<file path="config.mk">
export PLATFORM = sky130hd
export DESIGN_NAME = mem_port_arbiter
export DESIGN_NICKNAME = d
export VERILOG_FILES = /design/src/rtl/mem_port_arbiter.sv
export SDC_FILE = /design/constraint.sdc
export NUM_CORES = 1
export LEC_CHECK = 0
export ABC_AREA = 0
export CAP_MARGIN = 0
export CORE_AREA = 2 2 104 106
export DETAILED_ROUTE_END_ITERATION = 7
export DIE_AREA = 0 0 106 108
export DONT_BUFFER_PORTS = 1
export PLACE_DENSITY = 0.69
export SETUP_SLACK_MARGIN = 0.3
export SLEW_MARGIN = 20
export SYNTH_ARGS = -nofsm -noshare
export SYNTH_HDL_FRONTEND = slang
export SYNTH_SLANG_ARGS = --single-unit
</file>
<file path="constraint.sdc">
create_clock -name clock -period 4.5 [get_ports clock]
set_clock_uncertainty 0.2 [all_clocks]
set_input_delay 0.675 -clock clock [delete_from_list [all_inputs] [get_ports clock]]
set_output_delay 0.675 -clock clock [all_outputs]
set_load 0.1 [all_outputs]
</file>
<file path="src/rtl/mem_port_arbiter.sv">
// Round-robin sharing of one synchronous-read memory port between instruction fetch
// and load/store, including read latency and MMIO write completion/timeout.
package mem_port_arbiter_pkg;
    typedef logic [1:0] write_width_t;
endpackage

module mem_port_arbiter
    import mem_port_arbiter_pkg::*;
#(
    parameter int unsigned     XLEN         = 32,
    parameter logic [XLEN-1:0] MMIO_START   = 32'h0000_0000,
    parameter logic [XLEN-1:0] MMIO_END     = 32'h0000_FFFF,
    parameter int unsigned     MMIO_TIMEOUT = 1024
) (
    input  logic               clock,
    input  logic               reset,
    input  logic               d_req,
    input  logic [XLEN-1:0]    d_addr,
    input  logic               d_w_enable,
    input  logic [XLEN-1:0]    d_w_data,
    input  write_width_t       d_w_width,
    output logic               d_gnt,
    output logic               d_done,
    output logic               d_err,
    output logic [XLEN-1:0]    d_r_data,
    input  logic               f_req,
    input  logic [XLEN-1:0]    f_addr,
    output logic               f_gnt,
    output logic               f_done,
    output logic [XLEN-1:0]    f_r_data,
    output logic [XLEN-1:0]    mem_addr,
    output logic               mem_w_enable,
    output logic [XLEN-1:0]    mem_w_data,
    output write_width_t       mem_w_width,
    input  logic [XLEN-1:0]    mem_r_data,
    input  logic               mmio_write_complete
);

    typedef enum logic [1:0] {IDLE, READ_WAIT, MMIO_WAIT} state_t;
    typedef enum logic {OWNER_F, OWNER_D} owner_t;

    localparam logic [31:0] WAIT_LIMIT = MMIO_TIMEOUT - 1;

    state_t          state, state_next;
    owner_t          last_winner, last_winner_next;
    owner_t          owner, owner_next;
    logic [XLEN-1:0] lat_addr, addr_next;
    logic [XLEN-1:0] lat_data, data_next;
    write_width_t    lat_width, width_next;
    logic [31:0]     wait_cnt, wait_cnt_next;
    logic            done_q, done_next;
    logic            err_q, err_next;

    // Offset form keeps the range check valid even when MMIO_START is zero.
    function automatic logic in_mmio(input logic [XLEN-1:0] a);
        return (a - MMIO_START) <= (MMIO_END - MMIO_START);
    endfunction

    always_comb begin
        state_next       = state;
        last_winner_next = last_winner;
        owner_next       = owner;
        addr_next        = lat_addr;
        data_next        = lat_data;
        width_next       = lat_width;
        wait_cnt_next    = '0;
        done_next        = 1'b0;
        err_next         = 1'b0;
        d_gnt            = 1'b0;
        f_gnt            = 1'b0;
        d_done           = done_q;
        d_err            = err_q;
        f_done           = 1'b0;
        d_r_data         = '0;
        f_r_data         = '0;
        mem_addr         = '0;
        mem_w_enable     = 1'b0;
        mem_w_data       = '0;
        mem_w_width      = '0;

        // Synchronous reset still masks every output in the reset cycle itself.
        if (reset) begin
            d_done = 1'b0;
            d_err  = 1'b0;
        end else begin
            case (state)
                IDLE: begin
                    if (d_req && (!f_req || last_winner == OWNER_F)) begin
                        d_gnt            = 1'b1;
                        mem_addr         = d_addr;
                        mem_w_enable     = d_w_enable;
                        mem_w_data       = d_w_data;
                        mem_w_width      = d_w_width;
                        last_winner_next = OWNER_D;
                        owner_next       = OWNER_D;
                        addr_next        = d_addr;
                        data_next        = d_w_data;
                        width_next       = d_w_width;
                        if (!d_w_enable) begin
                            state_next = READ_WAIT;
                        end else if (in_mmio(d_addr) && !mmio_write_complete) begin
                            state_next = MMIO_WAIT;
                        end else begin
                            done_next = 1'b1;
                        end
                    end else if (f_req) begin
                        f_gnt            = 1'b1;
                        mem_addr         = f_addr;
                        last_winner_next = OWNER_F;
                        owner_next       = OWNER_F;
                        addr_next        = f_addr;
                        data_next        = '0;
                        width_next       = '0;
                        state_next       = READ_WAIT;
                    end
                end
                READ_WAIT: begin
                    mem_addr    = lat_addr;
                    mem_w_data  = lat_data;
                    mem_w_width = lat_width;
                    if (owner == OWNER_D) begin
                        d_done   = 1'b1;
                        d_r_data = mem_r_data;
                    end else begin
                        f_done   = 1'b1;
                        f_r_data = mem_r_data;
                    end
                    state_next = IDLE;
                end
                MMIO_WAIT: begin
                    mem_addr     = lat_addr;
                    mem_w_enable = 1'b1;
                    mem_w_data   = lat_data;
                    mem_w_width  = lat_width;
                    if (mmio_write_complete) begin
                        done_next  = 1'b1;
                        state_next = IDLE;
                    end else if (MMIO_TIMEOUT != 0 && wait_cnt == WAIT_LIMIT) begin
                        done_next  = 1'b1;
                        err_next   = 1'b1;
                        state_next = IDLE;
                    end else if (MMIO_TIMEOUT != 0) begin
                        wait_cnt_next = wait_cnt + 32'd1;
                    end
                end
                default: state_next = IDLE;
            endcase
        end
    end

    always_ff @(posedge clock) begin
        if (reset) begin
            state       <= IDLE;
            last_winner <= OWNER_F;
            owner       <= OWNER_F;
            lat_addr    <= '0;
            lat_data    <= '0;
            lat_width   <= '0;
            wait_cnt    <= '0;
            done_q      <= 1'b0;
            err_q       <= 1'b0;
        end else begin
            state       <= state_next;
            last_winner <= last_winner_next;
            owner       <= owner_next;
            lat_addr    <= addr_next;
            lat_data    <= data_next;
            lat_width   <= width_next;
            wait_cnt    <= wait_cnt_next;
            done_q      <= done_next;
            err_q       <= err_next;
        end
    end

endmodule

</file>
==> impl_metrics.sql, run 1 <==
INSERT INTO impl_metrics (metric_group, metric, value, unit) VALUES
('timing', 'setup_slack', '0.899', 'ns'),
('finish', 'layout.filler_cells', '863', ''),
('placed_design', 'gp_congestion', '0.900', ''),
('clock_tree', 'post-cts-setup-buffers', '0', ''),
('setup_path', 'cpPeakStageDelay', '0.75', 'ns'),
('clock_tree', 'clockRootBuffer', 'sky130_fd_sc_hd__clkbuf_8', ''),
('global_route', 'globalRouteOverflowTotal', '0', ''),
('logic_synthesis', 'portion_of_the_post_synthesis_area_used_by_sequential_elements', '37.1', '%'),
('placed_design', 'post-place-ws', '1.16', 'ns'),
('logic_synthesis', 'count_of_cell_types_in_the_netlist', '38', ''),
('timing', 'setup-violations-final', '0', ''),
('logic_synthesis', 'synthDominantAreaCellType', 'sky130_fd_sc_hd__dfxtp_1', ''),
('placed_design', 'placed_cells_incl_taps', '946', ''),
('timing', 'timing_hold_violations_final', '0', ''),
('clock_tree', 'post_cts_resize_count', '0', ''),
('setup_path', 'critical-path-top-delay-family', 'buffers and inverters', ''),
('logic_synthesis', 'synth_enable_flop_cells', '0', ''),
('global_route', 'grt_start_max_net_pins', '76', ''),
('drt', 'wl_per_cell', '17.5', 'um'),
('global_route', 'antenna_violations_before_repair', '0', ''),
('logic_synthesis', 'synth_common_cells', 'sky130_fd_sc_hd__nand2_1 (209), sky130_fd_sc_hd__a21oi_1 (139), sky130_fd_sc_hd__dfxtp_1 (103), sky130_fd_sc_hd__and2_1 (65), sky130_fd_sc_hd__clkbuf_1 (37)', ''),
('clock_tree', 'cts_max_level', '3', ''),
('floorplan', 'dieHeight', '108', 'um'),
('setup_path', 'timing.critical_path.slowest_stage_cell', 'sky130_fd_sc_hd__ha_2', ''),
('drt', 'antenna_violating_nets_post_route', '0', ''),
('finish', 'n_antenna_cell', '0', ''),
('timing', 'totalNegativeSetupSlack', '0', 'ns'),
('logic_synthesis', 'avgSynthCellArea', '7.34', 'um2'),
('clock_tree', 'tritoncts_num_sinks', '103', ''),
('finish', 'nets', '963', ''),
('timing', 'period_share', '80.0', '%'),
('global_route', 'number_of_global_route_vias_before_repair', '5262', ''),
('drt', 'wl', '16900', 'um'),
('clock_tree', 'clk-insertion-delay-late', '0.36', 'ns'),
('timing', 'fin_crit', '3.60', 'ns'),
('floorplan', 'io-pin-count', '272', ''),
('flow_run', 'max_cap_violations', '0', ''),
('clock_tree', 'cts.reportedPaths.clkPinSlew', '0.10', 'ns'),
('timing', 'tightest_slew', '1.09', 'ns'),
('logic_synthesis', 'synth_cells', '758', ''),
('placed_design', 'place.port_buffers', '0', ''),
('clock_tree', 'cts_inserted_buffers', '9', ''),
('setup_path', 'crit_required', '3.62', 'ns'),
('logic_synthesis', 'yosysWarningCount', '0', ''),
('timing', 'rsz_0062_raised_after_global_routing', 'false', ''),
('power_and_ir_drop', 'power.ir.vdd_worst', '0.307', 'mV'),
('drt', 'dr.first_iter.drc_count', '348', ''),
('logic_synthesis', 'flip_flop_cell_with_the_highest_count_after_synthesis', 'sky130_fd_sc_hd__dfxtp_1', ''),
('power_and_ir_drop', 'leakage', '2.57', 'nW'),
('logic_synthesis', 'synth.net_count', '899', ''),
('power_and_ir_drop', 'power.density_cell_area', '416', 'mW/mm2'),
('drt', 'drc_errors', '0', ''),
('drt', 'first_pass_iters', '5', ''),
('setup_path', 'worst-path-max-fanout', '36', ''),
('setup_path', 'worstSetupPathType', 'flop to output pin', ''),
('drt', 'dr_total_vias', '5529', ''),
('clock_tree', 'tritoncts_clock_tree', 'yes', ''),
('setup_path', 'critical_path.cell_chain', 'inv_1 -> ha_2 -> buf_4 -> nand2_1 -> a21oi_2 -> buf_4', ''),
('logic_synthesis', 'postSynthRegisterBits', '103', ''),
('worst_hold_path', 'hold_crit_path_type', 'primary input to flop', ''),
('logic_synthesis', 'synthTopCellsByArea', 'sky130_fd_sc_hd__dfxtp_1 (37%), sky130_fd_sc_hd__nand2_1 (14%), sky130_fd_sc_hd__a21oi_1 (13%)', ''),
('clock_tree', 'ctsHoldBuffers', '0', ''),
('finish', 'layout-drive-gt1-share', '28.0', '%'),
('setup_path', 'timing.critical_path.buf_inv', '3', ''),
('global_route', 'global_route_wire_length_before_repair', '25700', 'um'),
('finish', 'final_core_utilization', '67.0', '%'),
('timing', 'relative_slew_margins', '26.9', '%'),
('finish', 'finish.cell_count_without_fillers', '962', ''),
('floorplan', 'fp.coreArea', '0.0102', 'mm2'),
('status', 'status', 'completed', ''),
('floorplan', 'initial_core_util', '54.4', '%');
-- where the power goes --
| part | switching [W] | internal (W) |
|---|---|---|
| Clock | 0.000313 | 0.000327 |
| Sequential | 0.0000347 | 0.000977 |
| Combinational | 0.000952 | 0.000249 |
| Total | 0.00130 | 0.00155 |
-- layer usage --
metal	global-route usage, %	share of wire, %	vias to the layer above
met5	0	0	-
li1	-	-	2655
met3	7.29	7.0	41
met1	33.4	40	2595
met4	12.4	3.7	0
met2	48.3	49	238
-- worst register-to-register path, delay by kind of cell (launching register included) --
family | cells | cell delay [ns]
DFF | 1 | 0.40
AOI/OAI and AO/OA | 1 | 0.99
buffers and inverters | 1 | 0.32
and+or+nand+nor | 3 | 0.90
-- kinds of logic (layout without fill, tap and decap cells) --
family	count (synthesis)	after routing	synth area share (%)
adder cells (fa/ha/maj)	5	5	1.12
XOR/XNOR	24	24	3.78
flip-flops	103	103	37.1
buffers and inverters	58	126	4.70
AO/OA/AOI/OAI	150	150	14.0
AND/OR/NAND/NOR	382	382	32.1
multiplexers	36	36	7.24
-- flip-flops by register name, summed over array words and instances, names as in the netlist --
register / cells
state: 2
owner: 1
lat_data: 32
wait_cnt: 32
done_q: 1
lat_addr: 32
lat_width: 2
err_q: 1
-- through the flow --
step,power (W),cell area (um2),hold slack [ns]
floorplan,0.00199,5680,0.237
global placement,0.00220,6580,0.236
detailed placement,0.00222,6610,0.240
CTS,0.00285,6830,0.152
global route,0.00296,6860,0.142
finish,0.00285,6860,0.163
-- layout by cell type (no fill, tap or decap), types with 7 or more instances in the layout --
| master | synthesis | layout |
|---|---|---|
| sky130_fd_sc_hd__nor4_1 | 11 | 11 |
| sky130_fd_sc_hd__nor3_1 | 7 | 7 |
| sky130_fd_sc_hd__dfxtp_1 | 103 | 103 |
| sky130_fd_sc_hd__and2_1 | 65 | 65 |
| sky130_fd_sc_hd__buf_4 | 0 | 100 |
| sky130_fd_sc_hd__inv_1 | 8 | 8 |
| sky130_fd_sc_hd__xnor2_1 | 14 | 14 |
| sky130_fd_sc_hd__clkbuf_8 | 0 | 10 |
| sky130_fd_sc_hd__a21oi_1 | 139 | 73 |
| sky130_fd_sc_hd__nand2_1 | 209 | 209 |
| sky130_fd_sc_hd__a21oi_2 | 0 | 66 |
| sky130_fd_sc_hd__nor2_1 | 36 | 35 |
| sky130_fd_sc_hd__xor2_1 | 10 | 10 |
| sky130_fd_sc_hd__nand4_1 | 11 | 11 |
| sky130_fd_sc_hd__and3_1 | 9 | 9 |
| sky130_fd_sc_hd__nand3_1 | 11 | 11 |
| sky130_fd_sc_hd__and4_1 | 7 | 7 |
| sky130_fd_sc_hd__mux2_2 | 34 | 34 |
-- final timing paths --
path	slack, ns	cells after the start	startpoint	end
max reg2reg	1.59	5	wait_cnt[2]	wait_cnt[26]
min reg2reg	0.25	2	lat_addr[28]	lat_addr[28]
min	0.16	1	reset	lat_addr[19]
max	0.90	6	state[0]	mem_addr[11]
-- area by class of cell --
cell class | count | area [um2] | area share [%]
well taps | 136 | 170 | 2.48
multi-input cells | 597 | 3540 | 51.7
clock buffers | 10 | 138 | 2.01
repair buffers | 103 | 831 | 12.1
flip-flops and latches | 103 | 2060 | 30.1
clock inverters | 5 | 82.6 | 1.20
inverters | 8 | 30.0 | 0.438
Power figures use the tool's default switching activity.
==> run 2, diff against run 1 <==
clock period = 3.65 ns   (was 4.5 ns; I/O delays follow)
==> impl_metrics.sql, run 2 (same netlist as run 1, synthesis figures left out) <==
INSERT INTO impl_metrics (metric_group, metric, value, unit) VALUES
('clock_tree', 'tritoncts_clock_tree', 'yes', ''),
('drt', 'wl_per_cell', '16.3', 'um'),
('flow_run', 'max_cap_violations', '0', ''),
('finish', 'final_common_cell', 'sky130_fd_sc_hd__nand2_1', ''),
('finish', 'finish.cell_count_without_fillers', '1005', ''),
('floorplan', 'dieHeight', '108', 'um'),
('setup_path', 'critical_path.endpoint_type', 'output pin', ''),
('drt', 'drc_errors', '0', ''),
('finish', 'layout-drive-gt1-share', '31.4', '%'),
('drt', 'drt-vias-per-instance', '5.62', ''),
('setup_path', 'critical-path-top-delay-family', 'buffers and inverters', ''),
('finish', 'n_antenna_cell', '0', ''),
('worst_hold_path', 'hp-start', 'reset', ''),
('finish', 'nets', '1007', ''),
('clock_tree', 'cts.reportedPaths.clkPinSlew', '0.09', 'ns'),
('finish', 'syn2layout_area_growth', '39.2', '%'),
('setup_path', 'critical_path.reg2reg.startpoint', 'wait_cnt[25]', ''),
('setup_path', 'worstSetupPathType', 'flop to output pin', ''),
('placed_design', 'placed_cells_incl_taps', '991', ''),
('timing', 'tightest_slew', '0.802', 'ns'),
('setup_path', 'timing.critical_path.slowest_stage_cell', 'sky130_fd_sc_hd__buf_4', ''),
('placed_design', 'place.port_buffers', '0', ''),
('drt', 'wl', '16300', 'um'),
('worst_hold_path', 'hold_crit_path_type', 'primary input to flop', ''),
('drt', 'dr_total_vias', '5645', ''),
('drt', 'dr.first_iter.drc_count', '364', ''),
('power_and_ir_drop', 'leakage', '2.90', 'nW'),
('clock_tree', 'clk-insertion-delay-late', '0.36', 'ns'),
('timing', 'period_share', '81.0', '%'),
('setup_path', 'critical_path.cell_chain', 'a21boi_4 -> buf_4 -> mux2_2 -> nand2_1 -> a21oi_2 -> buf_4', ''),
('global_route', 'grt_use_total', '27.4', '%'),
('setup_path', 'start_kind', 'flop', ''),
('global_route', 'number_of_global_route_vias_before_repair', '5331', ''),
('clock_tree', 'cts-root-to-sink-buffers', '2', ''),
('clock_tree', 'cts_inserted_buffers', '9', ''),
('finish', 'layout_top_registers', 'lat_addr: 32 flops, lat_data: 32 flops, wait_cnt: 32 flops', ''),
('setup_path', 'timing.critical_path.buf_inv', '2', ''),
('floorplan', 'io-pin-count', '272', ''),
('clock_tree', 'post-cts-setup-buffers', '0', ''),
('global_route', 'grt_start_max_net_pins', '76', ''),
('timing', 'max_freq', '338', 'MHz'),
('timing', 'setup-violations-final', '0', ''),
('power_and_ir_drop', 'power.ir.vdd_worst', '0.360', 'mV'),
('setup_path', 'worst-path-max-fanout', '35', ''),
('finish', 'final_core_utilization', '75.7', '%'),
('global_route', 'globalRouteOverflowTotal', '0', ''),
('global_route', 'antenna_violations_before_repair', '0', ''),
('timing', 'slew_violations', '0', ''),
('timing', 'timing_hold_violations_final', '0', ''),
('finish', 'leading_cell_types_in_the_layout_fill_and_taps_excluded', 'sky130_fd_sc_hd__nand2_1 (209), sky130_fd_sc_hd__buf_4 (108), sky130_fd_sc_hd__dfxtp_1 (103)', ''),
('timing', 'totalNegativeSetupSlack', '0', 'ns'),
('setup_path', 'crit_required', '2.90', 'ns'),
('clock_tree', 'clockRootBuffer', 'sky130_fd_sc_hd__clkbuf_8', ''),
('timing', 'fin_crit', '2.96', 'ns'),
('floorplan', 'initial_core_util', '54.4', '%'),
('status', 'status', 'completed', ''),
('setup_path', 'arrival', '2.21', 'ns'),
('timing', 'rsz_0062_raised_after_global_routing', 'false', ''),
('floorplan', 'die_w', '106', 'um'),
('power_and_ir_drop', 'power.density_cell_area', '459', 'mW/mm2'),
('placed_design', 'dpl.hpwl', '12300', 'um'),
('timing', 'relative_slew_margins', '46.5', '%'),
('drt', 'first_pass_iters', '5', ''),
('clock_tree', 'cts_max_level', '3', ''),
('global_route', 'global_route_wire_length_before_repair', '25700', 'um'),
('drt', 'antenna_violating_nets_post_route', '0', ''),
('setup_path', 'cp_common_cell', 'sky130_fd_sc_hd__buf_4', ''),
('setup_path', 'cpPeakStageDelay', '0.45', 'ns'),
('floorplan', 'floorplan.rows', '37', ''),
('clock_tree', 'ctsHoldBuffers', '0', ''),
('finish', 'layout.filler_cells', '729', ''),
('placed_design', 'gp_congestion', '0.883', ''),
('floorplan', 'fp.coreArea', '0.0102', 'mm2'),
('clock_tree', 'tritoncts_num_sinks', '103', ''),
('floorplan', 'total_die_area', '0.0114', 'mm2'),
('setup_path', 'critical_path.startpoint', 'owner', ''),
('clock_tree', 'post_cts_resize_count', '0', '');
==> run 2: cell types whose count changed in the layout (fill, tap and decap cells not counted), moves of 2 or more <==
cell / change
sky130_fd_sc_hd__a21oi_2: -21
sky130_fd_sc_hd__a21oi_4: +21
sky130_fd_sc_hd__buf_12: +38
sky130_fd_sc_hd__buf_16: -2
sky130_fd_sc_hd__buf_4: +8
sky130_fd_sc_hd__clkinv_4: -2
sky130_fd_sc_hd__clkinvlp_4: +2
==> run 2: worst paths after layout <==
check | cells after the start | to | slack, ns
min | 1 | lat_addr[15] | 0.07
max reg2reg | 5 | wait_cnt[29] | 1.12
max | 6 | mem_addr[9] | 0.69
min reg2reg | 2 | lat_addr[7] | 0.26
==> run 2: power breakdown <==
part | internal, W | leakage [nW] | total, W | switching, W
registers | 0.00120 | 0.841 | 0.00125 | 0.0000424
clock network | 0.000329 | 0.0875 | 0.000690 | 0.000361
logic | 0.000421 | 1.97 | 0.00162 | 0.00120
==> run 2: layout make-up <==
cell class | count | area, um2 | area share (%)
multi-input cells | 597 | 3700 | 47.8
repair buffers | 147 | 1600 | 20.6
flip-flops and latches | 103 | 2060 | 26.6
clock inverters | 3 | 45.0 | 0.581
clock buffers | 11 | 141 | 1.82
inverters | 8 | 30.0 | 0.388
well taps | 136 | 170 | 2.20
==> run 2: metrics by stage <==
stage | area (um2) | total power (W) | setup slack, ns | hold slack (ns)
global route | 7750 | 0.00369 | 0.576 | 0.0389
detailed placement | 7560 | 0.00289 | 0.914 | 0.241
CTS | 7750 | 0.00358 | 0.694 | 0.0418
finish | 7750 | 0.00356 | 0.694 | 0.0653
floorplan | 5980 | 0.00252 | 0.0579 | 0.237
global placement | 7560 | 0.00287 | 0.971 | 0.235
==> run 2: metal layers <==
metal | up-vias | track usage (%) | part of all wire [%]
met5 | - | 0 | 0
met4 | 0 | 7.42 | 1.7
met3 | 21 | 5.42 | 5.7
met2 | 192 | 47.3 | 51
met1 | 2683 | 35.1 | 42
li1 | 2749 | - | -
